==> src/rtl/mean_pkg.sv <==
// Shared constants and FSM encoding for the mean block and its config transmitter.
package mean_pkg;

  localparam int MEAN_FRAME_WIDTH   = 9;
  localparam int MEAN_RESULT_NUMBER = 31;
  localparam int CFG_DEPTH          = 64;
  localparam int CFG_LEN_WIDTH      = 7;

  typedef enum logic [1:0] {
    CFG_IDLE     = 2'd0,
    CFG_PREFETCH = 2'd1,
    CFG_SEND     = 2'd2,
    CFG_DONE     = 2'd3
  } cfg_state_e;

endpackage

==> src/rtl/mean_cfg_tbl.sv <==
// Offset table: one synchronous write port, one registered read port.
module mean_cfg_tbl #(
  parameter int WIDTH  = 9,
  parameter int DEPTH  = 64,
  parameter int ADDR_W = $clog2(DEPTH)
) (
  input  logic              clk,
  input  logic              rst,
  input  logic              wr_en,
  input  logic [ADDR_W-1:0] wr_addr,
  input  logic [WIDTH-1:0]  wr_data,
  input  logic              rd_en,
  input  logic [ADDR_W-1:0] rd_addr,
  output logic [WIDTH-1:0]  rd_data
);

  logic [WIDTH-1:0] mem [DEPTH];

  // NOTE: the storage array has no reset so it maps onto plain RAM/flops; only the read register is reset.
  always_ff @(posedge clk) begin
    if (wr_en) mem[wr_addr] <= wr_data;
  end

  always_ff @(posedge clk or posedge rst) begin
    if (rst)        rd_data <= '0;
    else if (rd_en) rd_data <= mem[rd_addr];
  end

endmodule

==> src/rtl/mean_cfg_tx.sv <==
// Streams the software-loaded offset table to mean once per start, one entry per accepted beat.
module mean_cfg_tx
  import mean_pkg::*;
#(
  parameter int MEAN_FRAME_WIDTH = mean_pkg::MEAN_FRAME_WIDTH,
  parameter int CFG_DEPTH        = mean_pkg::CFG_DEPTH,
  parameter int LEN_WIDTH        = mean_pkg::CFG_LEN_WIDTH
) (
  input  logic                         clk,
  input  logic                         rst,
  input  logic                         tbl_wr_en,
  input  logic [$clog2(CFG_DEPTH)-1:0] tbl_wr_addr,
  input  logic [MEAN_FRAME_WIDTH-1:0]  tbl_wr_data,
  input  logic [LEN_WIDTH-1:0]         tbl_len,
  input  logic                         start,
  output logic                         busy,
  output logic                         done,
  output logic                         wr_err,
  input  logic                         cfg_ready,
  output logic                         cfg_valid,
  output logic [MEAN_FRAME_WIDTH-1:0]  cfg_data,
  output logic                         cfg_last
);

  localparam int IDX_W = $clog2(CFG_DEPTH);
  localparam logic [LEN_WIDTH-1:0] DEPTH_LEN = LEN_WIDTH'(CFG_DEPTH);

  cfg_state_e           state_q, state_nxt;
  logic [LEN_WIDTH-1:0] len_q, cnt_q, cnt_nxt;
  logic [IDX_W-1:0]     rd_idx_q, rd_idx_inc;
  logic                 vld_q, last_q, wr_err_q;
  logic                 accept, rd_en;

  assign busy      = (state_q == CFG_PREFETCH) || (state_q == CFG_SEND);
  assign done      = (state_q == CFG_DONE);
  assign wr_err    = wr_err_q;
  // mean counts every valid cycle, so valid is never shown while ready is low.
  assign cfg_valid = vld_q & cfg_ready;
  assign cfg_last  = last_q;
  assign accept    = vld_q & cfg_ready;

  assign cnt_nxt    = cnt_q + 1'b1;
  assign rd_idx_inc = (rd_idx_q == IDX_W'(CFG_DEPTH - 1)) ? '0 : rd_idx_q + 1'b1;
  assign rd_en      = (state_q == CFG_PREFETCH) || ((state_q == CFG_SEND) && accept && !last_q);

  mean_cfg_tbl #(
    .WIDTH (MEAN_FRAME_WIDTH),
    .DEPTH (CFG_DEPTH),
    .ADDR_W(IDX_W)
  ) u_tbl (
    .clk    (clk),
    .rst    (rst),
    .wr_en  (tbl_wr_en & ~busy),
    .wr_addr(tbl_wr_addr),
    .wr_data(tbl_wr_data),
    .rd_en  (rd_en),
    .rd_addr(rd_idx_q),
    .rd_data(cfg_data)
  );

  // NOTE: sequential state uses non-blocking assignments so every register samples pre-edge values.
  always_ff @(posedge clk or posedge rst) begin
    if (rst) state_q <= CFG_IDLE;
    else     state_q <= state_nxt;
  end

  // NOTE: next state defaults to the current state first, so no path leaves it unassigned (no latch).
  always_comb begin
    state_nxt = state_q;
    case (state_q)
      CFG_IDLE:     if (start) state_nxt = (tbl_len == '0) ? CFG_DONE : CFG_PREFETCH;
      CFG_PREFETCH: state_nxt = CFG_SEND;
      CFG_SEND:     if (accept && last_q) state_nxt = CFG_DONE;
      CFG_DONE:     state_nxt = CFG_IDLE;
      default:      state_nxt = CFG_IDLE;
    endcase
  end

  always_ff @(posedge clk or posedge rst) begin
    if (rst) begin
      len_q    <= '0;
      cnt_q    <= '0;
      rd_idx_q <= '0;
      vld_q    <= 1'b0;
      last_q   <= 1'b0;
      wr_err_q <= 1'b0;
    end else begin
      wr_err_q <= tbl_wr_en & busy;
      case (state_q)
        CFG_IDLE: begin
          if (start && (tbl_len != '0)) begin
            // Clamping to the table depth keeps the read index from wrapping inside a frame.
            len_q    <= (tbl_len > DEPTH_LEN) ? DEPTH_LEN : tbl_len;
            cnt_q    <= '0;
            rd_idx_q <= '0;
          end
        end
        CFG_PREFETCH: begin
          rd_idx_q <= rd_idx_inc;
          vld_q    <= 1'b1;
          last_q   <= (len_q == LEN_WIDTH'(1));
        end
        CFG_SEND: begin
          if (accept) begin
            if (last_q) begin
              vld_q  <= 1'b0;
              last_q <= 1'b0;
            end else begin
              cnt_q    <= cnt_nxt;
              rd_idx_q <= rd_idx_inc;
              last_q   <= (cnt_nxt == len_q - 1'b1);
            end
          end
        end
        default: ;
      endcase
    end
  end

endmodule

==> config.mk <==
export PLATFORM = sky130hd
export DESIGN_NAME = mean_cfg_tx
export DESIGN_NICKNAME = d
export VERILOG_FILES = /design/src/rtl/mean_pkg.sv /design/src/rtl/mean_cfg_tbl.sv /design/src/rtl/mean_cfg_tx.sv
export SDC_FILE = /design/constraint.sdc
export NUM_CORES = 1
export LEC_CHECK = 0
export CAP_MARGIN = 10
export CORE_MARGIN = 2
export CORE_UTILIZATION = 60
export CTS_BUF_LIST = sky130_fd_sc_hd__clkbuf_2
export CTS_CLUSTER_SIZE = 40
export DETAILED_ROUTE_END_ITERATION = 7
export PLACE_DENSITY_LB_ADDON = 0.12
export SKIP_LAST_GASP = 1
export SLEW_MARGIN = 25
export SYNTH_ARGS = -nofsm -noshare
export SYNTH_HDL_FRONTEND = slang
export SYNTH_SLANG_ARGS = --single-unit
==> constraint.sdc <==
create_clock -name clk -period 4.4 [get_ports clk]
set_clock_uncertainty 0.2 [all_clocks]
set_input_delay 1.1 -clock clk [delete_from_list [all_inputs] [get_ports clk]]
set_output_delay 1.1 -clock clk [all_outputs]
set_load 0.01 [all_outputs]
After elaboration in Yosys (flattened, before gate mapping)
Memories as Yosys holds them, arrays and structs flattened. A register that Yosys moved wholly into a read port is not among the register bits.
Cells that the tools add are included.
- flip-flop bits (word level): 25
- bits in writable memories: 576
- input bits: 27
- output and inout bits: 14
- word-level logic and storage cells: 69
- memories kept: 1
- memory list (memory ; words ; bits a word ; rd ports ; clocked after memory_dff ; wr ports ; RTL line ; source):
    u_tbl.mem ; 64 ; 9 ; 1 ; 1 ; 1 ; mean_cfg_tbl.sv:17 ; logic [WIDTH-1:0] mem [DEPTH];
- add/subtract/negate cells: 3
- $lt $le $gt $ge: 1
- equality and inequality tests: 12
- muxes and demuxes: 22
- bitwise gates (word level): 4
- reductions and logical operators: 19
- operators by type and width (operator ; number):
    $mux W7 ; 4
    $mux W6 ; 4
    $pmux W6 S3 ; 1
    $pmux W7 S2 ; 1
    $ne A2 B2 Y1 const B ; 5
    $pmux W2 S4 ; 1
    $reduce_and A4 Y1 ; 2
    $add A7 B1 Y7 const B ; 1
    $eq A7 B1 Y1 const B ; 1
    $eq A7 B7 Y1 ; 1
    $gt A7 B7 Y1 const B ; 1
    $logic_not A7 Y1 ; 1
    $reduce_bool A7 Y1 ; 1
    $sub A7 B1 Y7 const B ; 1
    $add A6 B1 Y6 const B ; 1
    $eq A6 B6 Y1 const B ; 1
    $mux W1 ; 6
    $mux W2 ; 3
    $reduce_and A2 Y1 ; 3
    $eq A2 B2 Y1 const B ; 2
    $logic_and A1 B1 Y1 ; 4
    $pmux W1 S2 ; 2
    $reduce_bool A2 Y1 ; 2
    $and A1 B1 Y1 ; 3
    other kinds (8) ; 9

Depth between registers and ports, before layout
Gate-level depths: netlist (run 1).
- depth after elaboration: 6
- gate-level depth with buffers: 10
- mapped depth without buffers: 7

By module
A second synthesis (run 1) with hierarchy kept.
- cell total of the unflattened synthesis: 1206
- area, all modules: 24337.1 µm²
- modules (own cells, without submodules) (module ; instances ; cells each ; area each (µm²) ; seq. area each (µm²)):
    mean_cfg_tbl ; 1 ; 1041 ; 22769.3 ; 17521.8
    mean_cfg_tx ; 1 ; 165 ; 1567.8 ; 625.6

Worst setup path after synthesis (run 1)
Ideal clock, no wire load.
- path kind: input port to flip-flop
- from: input tbl_wr_addr[5]
- to: memory u_tbl.mem[38][0] (enable)
- setup time: 0.374 ns
- arrival: 2.358 ns
- required time: 3.826 ns
- slack: 1.468 ns
- cell stages on the path: 4
- buffers on the path: 2
- cell sequence: clkbuf_1 -> or3b_2 -> clkbuf_1 -> nor2_1
- RTL lines (item ; RTL line ; source):
    start, declared ; mean_cfg_tx.sv:12 ; input logic [$clog2(CFG_DEPTH)-1:0] tbl_wr_addr,
    end, declared ; mean_cfg_tbl.sv:17 ;
No word-level cell before the write port.

Worst setup path in the final report (run 1)
- from: register state_q[1]
- to: output busy
- cells in the longest elaborated chain, start to end: 2
- elaborated cells between the ends (all ways): 3
- classes of those cells: eq/ne: 2; reduce/logical: 1
- RTL lines (item ; RTL line ; source):
    start, declared ; mean_cfg_tx.sv:28 ; cfg_state_e state_q, state_nxt;
    start signal, assigned ; mean_cfg_tx.sv:64 ; else state_q <= state_nxt;
    $eq A2 B1 Y1 / $eq A2 B2 Y1 (equally long branches) ; mean_cfg_tx.sv:34 ; assign busy = (state_q == CFG_PREFETCH) || (state_q == CFG_SEND);
    $logic_or A1 B1 Y1 (*) ; mean_cfg_tx.sv:34 ;
    end, declared ; mean_cfg_tx.sv:16 ; output logic busy,
Mark *: on every way between the ends. The rest lies on a longest branch, timed or not.

==> results of run 1 <==
## critical path: cells and delay by family (launching register included)
family | cells | cell delay, ns
fa+ha+maj | 1 | 0.52
flops | 1 | 0.40
buf+inv | 2 | 0.72
## per-layer routing
| metal | track usage (%) | up-vias | routed length (um) |
|---|---|---|---|
| met4 | 8.839 | 0 | 1156 |
| li1 | - | 5606 | - |
| met2 | 42.07 | 658 | 26240 |
| met5 | 0 | - | 0 |
| met1 | 40.03 | 6688 | 22990 |
| met3 | 5.908 | 70 | 4852 |
## per-stage QoR
step | power, mW | utilization (%) | cell area [um2]
finish | 13.71 | 67.51 | 26880
global route | 14.35 | 67.51 | 26880
CTS | 13.83 | 67.50 | 26880
detailed placement | 10.33 | 64.31 | 25610
global placement | 10.29 | 64.31 | 25610
floorplan | 9.261 | - | 24290
## cells by family (layout without fill, tap and decap cells)
kind of cell	count (synthesis)	after routing	share of synthesized area, %
simple gates	235	235	4.544
fa+ha+maj	9	9	0.4637
other cells	0	1	0
compound gates	131	131	3.730
flops	610	610	74.72
buf+inv	70	385	1.705
xor+xnor	15	15	0.6543
mux	176	176	14.18
## state kept, by name, summed over array words and instances, names as in the netlist
register / flops
cnt_q: 7
u_tbl.mem: 576
state_q: 2
rd_idx_q: 6
wr_err: 1
len_q: 7
cfg_last: 1
vld_q: 1
u_tbl.rd_data: 9
## cell usage in the layout (no fill, tap or decap), types with 8 or more instances in the layout
master | netlist | routed
a22oi_1 | 27 | 27
nor4_1 | 10 | 10
nand2b_1 | 13 | 13
clkdlybuf4s50_1 | 0 | 31
o32a_1 | 9 | 9
inv_1 | 10 | 10
buf_2 | 20 | 8
nor2_1 | 94 | 94
a21oi_1 | 13 | 13
nor3_1 | 9 | 9
clkbuf_2 | 0 | 205
ha_1 | 9 | 9
nand2_1 | 54 | 54
nand4_1 | 8 | 8
buf_4 | 9 | 85
o22ai_1 | 13 | 13
mux4_2 | 126 | 126
dfrtp_1 | 34 | 31
clkinv_1 | 1 | 33
edfxtp_1 | 576 | 576
o21ai_0 | 23 | 23
nor2b_1 | 12 | 12
mux2i_1 | 37 | 37
## power by group
part | total (mW) | internal, mW | switching, mW
Sequential | 6.86 | 6.50 | 0.360
Clock | 3.53 | 1.42 | 2.10
Combinational | 3.33 | 1.61 | 1.72
## area by class of cell
| cell class | instances | area [um2] |
|---|---|---|
| multi-input cells | 566 | 5725 |
| inverters | 11 | 41.29 |
| clock inverters | 43 | 245.2 |
| flip-flops and latches | 610 | 18160 |
| fillers | 2700 | 12940 |
| diodes | 1 | 2.502 |
| clock buffers | 205 | 1026 |
| repair buffers | 126 | 1028 |
| well taps | 525 | 656.9 |
## how the worst min path moves through the flow
stage,endpoint,slack [ns],cells past startpoint
after floorplan,cnt_q[6],0.27,1
after global placement,u_tbl.rd_data[2],0.29,1
after detailed placement,u_tbl.rd_data[2],0.29,1
after CTS,rd_idx_q[0],0.16,2
after global routing,wr_err,0.19,2
final,wr_err,0.22,2
==> out/metrics.yaml, run 1 <==
logic_synthesis:
  yosysSeqAreaShare_pct: 74.72
  synth_edf_count: 576
  synth_top_area_cell: "edfxtp_1"
  ys_async_sr_fraction_pct: 5.574
  syn_inst: 1246
  yosysMostFrequentCell: "edfxtp_1"
  synth_area_um2: 24290
  yosysTopAreaCellShare_pct: 71.22
  synth_warnings: 0
  syn_nets: 1282
  synthFlopType: "edfxtp_1"
  synth_commonest_cells: "edfxtp_1, mux4_2, nor2_1"
  avgSynthCellArea_um2: 19.49
  ys_seq_elements: 610
  synth.distinct_cells: 57
  yosys-top-cells-area: "edfxtp_1, mux4_2, dfrtp_1, mux2i_1, nor2_1"
route:
  first_iter_violations: 1744
  post-route-drc-count: 0
  postRouteWirelength_mm: 55.24
  vias: 13020
  dr.pass1.iters: 6
  post_drt_via_cell_ratio: 6.240
  wl_per_cell_um: 26.47
  antenna_left: 0
setup_path:
  cpPeakStageDelay_ns: 0.62
  cp.required_ns: 3.10
  worstPathMaxFanout: 8
  rr_endpoint: "u_tbl.rd_data[2]"
  ff2ff_path_depth: 5
  startpoint: "state_q[1]"
  critPathSlowestCell: "clkdlybuf4s50_1"
  reg2reg_from: "rd_idx_q[0]"
  crit_chain: "inv_1 -> ha_1 -> clkdlybuf4s50_1"
  r2r_slack_ns: 1.15
  cp_data_arrival_time_ns: 2.69
  path_class: "reg -> out"
  cp-start-kind: "flop"
  crit_end: "busy"
  end_kind: "output port"
global_route:
  overflow: 0
  grt_pass1_vias: 13090
  grt_antenna_before_repair: 1
  grt_max_degree: 65
  grt_pass1_wl_mm: 82.44
  grt_use_total_pct: 27.38
pwr:
  p_per_area_nw_per_um2: 510.1
  p_leak_nw: 8.892
  ir_drop_v: 0.0003265
sta:
  max-slew-margin-rel_pct: 25.04
  fin_ws_ns: 0.4120
  tightest_slew_ns: 1.114
  max_freq_mhz: 250.8
  hold_ws_ns: 0.2192
  maxSlewViolCount: 0
  fin_setup_tns_ns: 0
  layout_min_cycle_time_ns: 3.988
  rsz0062_at_grt: "no"
  period_share_pct: 90.64
  setup_viol: 0
  finalHoldViolCount: 0
flow_run:
  cap_violations: 0
floorplan:
  io_pins: 41
  dieArea_um2: 42100
  design.core.area_um2: 39820
  initial_core_util_pct: 60.99
  die_y_um: 205.2
  die_w_um: 205.2
  rows: 73
clock_tree:
  insertion_delay_ns: 1.07
  cts_buffers: 147
  clock-root-buffer: "clkbuf_2"
  clock-sinks: 610
  cts.clk_slew.worst_paths_ns: 0.11
  htree_levels: 4
  holdBufCountCts: 0
  clock_path_buffers: 3
  postCtsSetupBuffers: 0
  cts-resized-gates: 0
  cts_tree: "built"
placed_design:
  hpwlAfterDp_mm: 35.11
  io_buffers: 40
  dp_cells: 1838
  gp_congestion: 0.8438
  place_ws_ns: 0.6297
layout:
  fin_nets: 1498
  drive_gt1_share_pct: 29.02
  stdcell_count: 2087
  area_growth_pct: 10.69
worst_hold_path:
  min_path_type: "in -> async"
status:
  status: "finished, final reports clean"
Note: power is estimated with default switching activity, not from simulation.
==> inputs of run 2 (changes only) <==
--- a/config.mk
+++ b/config.mk
@@ -11,7 +11,7 @@
 export CTS_BUF_LIST = sky130_fd_sc_hd__clkbuf_2
 export CTS_CLUSTER_SIZE = 40
 export DETAILED_ROUTE_END_ITERATION = 7
-export PLACE_DENSITY_LB_ADDON = 0.12
+export PLACE_DENSITY = 0.77
 export SKIP_LAST_GASP = 1
 export SLEW_MARGIN = 25
 export SYNTH_ARGS = -nofsm -noshare
==> run 2 against run 1 <==
  * Die area unchanged
  * Worst setup slack better by 0.0065 ns
  * Combinational power about the same
  * First-iteration DRC count down 6.2%
  * Count of clock-buffer cells in the layout up 8
  * Critical path depth unchanged
  * Sequential share of layout area up 0.069 points
  * Clock power up 6%
  * Cell count down 0.57%
  * Utilization down 0.069 points
  * Highest routed layer unchanged
  * Sequential power down 0.7%
==> out/metrics.yaml, run 2 (synthesis results as in run 1) <==
floorplan:
  initial_core_util_pct: 60.99  # unchanged
  die_y_um: 205.2  # unchanged
  die_w_um: 205.2  # unchanged
  rows: 73  # unchanged
  io_pins: 41  # unchanged
  dieArea_um2: 42100  # unchanged
  design.core.area_um2: 39820  # unchanged
layout:
  largest_register_ffs: 576  # unchanged
  num-fill-cells: 2654  # -1.7%
  reg_top3: "u_tbl.mem (576), u_tbl.rd_data (9)"
  layout_commonest_cell: "edfxtp_1"
  seq_area_um2: 18160  # unchanged
  drive_gt1_share_pct: 28.73  # -0.29 points
  area_growth_pct: 10.58
  multi_input_area_um2: 5725  # unchanged
  regMostFlops: "u_tbl.mem"
  final_cell_mix: "edfxtp_1, clkbuf_2, mux4_2"
  fin_nets: 1477  # -1.4%
placed_design:
  hpwlAfterDp_mm: 34.76  # -0.99%
  gp_congestion: 0.8789  # +4.2%
  io_buffers: 40  # unchanged
  place_ws_ns: 0.6138  # -0.01597 ns
setup_path:
  cpPeakStageDelay_ns: 0.61  # about the same
  worstPathMaxFanout: 8  # unchanged
  r2r_slack_ns: 1.09  # -0.06 ns
  end_kind: "output port"
  rr_endpoint: "u_tbl.rd_data[8]"
  path_class: "reg -> out"
  cp_data_arrival_time_ns: 2.68  # about the same
  ff2ff_path_depth: 4  # -1
  cp.required_ns: 3.10  # about the same
  reg2reg_from: "rd_idx_q[1]"
  critPathSlowestCell: "clkdlybuf4s50_1"
  cp-start-kind: "flop"
  crit_chain: "inv_1 -> ha_1 -> clkdlybuf4s50_1"
  startpoint: "state_q[0]"
route:
  post_drt_via_cell_ratio: 6.425  # +3.0%
  vias: 13330  # +2.4%
  antenna_left: 0  # unchanged
  postRouteWirelength_mm: 56.06  # +1.5%
  first_iter_violations: 1636  # -6.2%
  post-route-drc-count: 0  # unchanged
  wl_per_cell_um: 27.02  # +2.1%
  dr.pass1.iters: 5  # -1
clock_tree:
  insertion_delay_ns: 1.12  # +0.05 ns
  cts.clk_slew.worst_paths_ns: 0.11  # about the same
  htree_levels: 4  # unchanged
  cts_tree: "built"
  clock-root-buffer: "clkbuf_2"
  holdBufCountCts: 0  # unchanged
  cts-resized-gates: 0  # unchanged
  clock_path_buffers: 3  # unchanged
  cts_buffers: 144  # -2.0%
  clock-sinks: 610  # unchanged
  postCtsSetupBuffers: 0  # unchanged
global_route:
  grt_antenna_before_repair: 1  # unchanged
  overflow: 0  # unchanged
  grt_pass1_wl_mm: 84.06  # +2.0%
  grt_max_degree: 69  # +6.2%
  grt_use_total_pct: 27.98  # +0.59 points
  grt_pass1_vias: 13390  # +2.3%
status:
  status: "finished, final reports clean"
sta:
  max-slew-margin-rel_pct: 28.17  # +3.1 points
  fin_ws_ns: 0.4185  # +0.006454 ns
  layout_min_cycle_time_ns: 3.981  # -0.006454 ns
  max_freq_mhz: 251.2  # +0.16%
  tightest_slew_ns: 1.077  # -0.03662 ns
  rsz0062_at_grt: "no"
  maxSlewViolCount: 0  # unchanged
  period_share_pct: 90.49  # -0.15 points
  setup_viol: 0  # unchanged
  fin_setup_tns_ns: 0  # unchanged
  finalHoldViolCount: 0  # unchanged
pwr:
  p_leak_nw: 8.848  # -0.49%
  ir_drop_v: 0.0003310  # +1.4%
  p_total_mw: 13.88  # +1.2%
  p_per_area_nw_per_um2: 516.9  # +1.3%
worst_hold_path:
  min_path_type: "in -> async"
flow_run:
  cap_violations: 0  # unchanged
## run 2: area by class of cell
class	instances	area share (%)
timing repair buffer	108	3.410
tap	525	2.446
sequential	610	67.61
inverter	11	0.1537
clock inverter	41	1.081
clock buffer	213	3.969
multi-input combinational	566	21.32
antenna	1	0.009317
## run 2: worst max-delay path by stage
stage / to / slack (ns)
detailed placement: u_tbl.mem[41][1] / 0.61
global placement: u_tbl.mem[17][6] / 0.78
CTS: busy / 0.34
global route: busy / 0.20
finish: busy / 0.42
floorplan: u_tbl.mem[38][0] / 1.47
## run 2: worst max-delay path: cells and delay by family, from the launching register on
kind                     cells  cell delay (ns)
flip-flops                   1             0.41
adder cells (fa/ha/maj)      1             0.50
buffers and inverters        2             0.71
## run 2: power breakdown
group / leakage [nW] / internal, mW / switching, mW
Sequential: 5.60 / 6.50 / 0.311
Clock: 1.03 / 1.58 / 2.16
Combinational: 2.22 / 1.60 / 1.74
## run 2: metal layers
layer / track usage [%] / wire length, um / share of wire, %
met1: 39.68 / 21710 / 39
met2: 42.75 / 26710 / 48
met3: 7.349 / 6154 / 11
met4: 10.25 / 1485 / 2.6
met5: 0 / 0 / 0
## run 2: metrics by stage
stage	hold slack [ns]	std cells	area, um2	utilization [%]
after floorplan	0.2700	1246	24290	-
after global placement	0.2990	1820	25500	64.03
after detailed placement	0.3044	1820	25500	64.03
after CTS	0.2335	2074	26850	67.43
after global routing	0.1380	2075	26860	67.44
final	0.1872	2075	26860	67.44
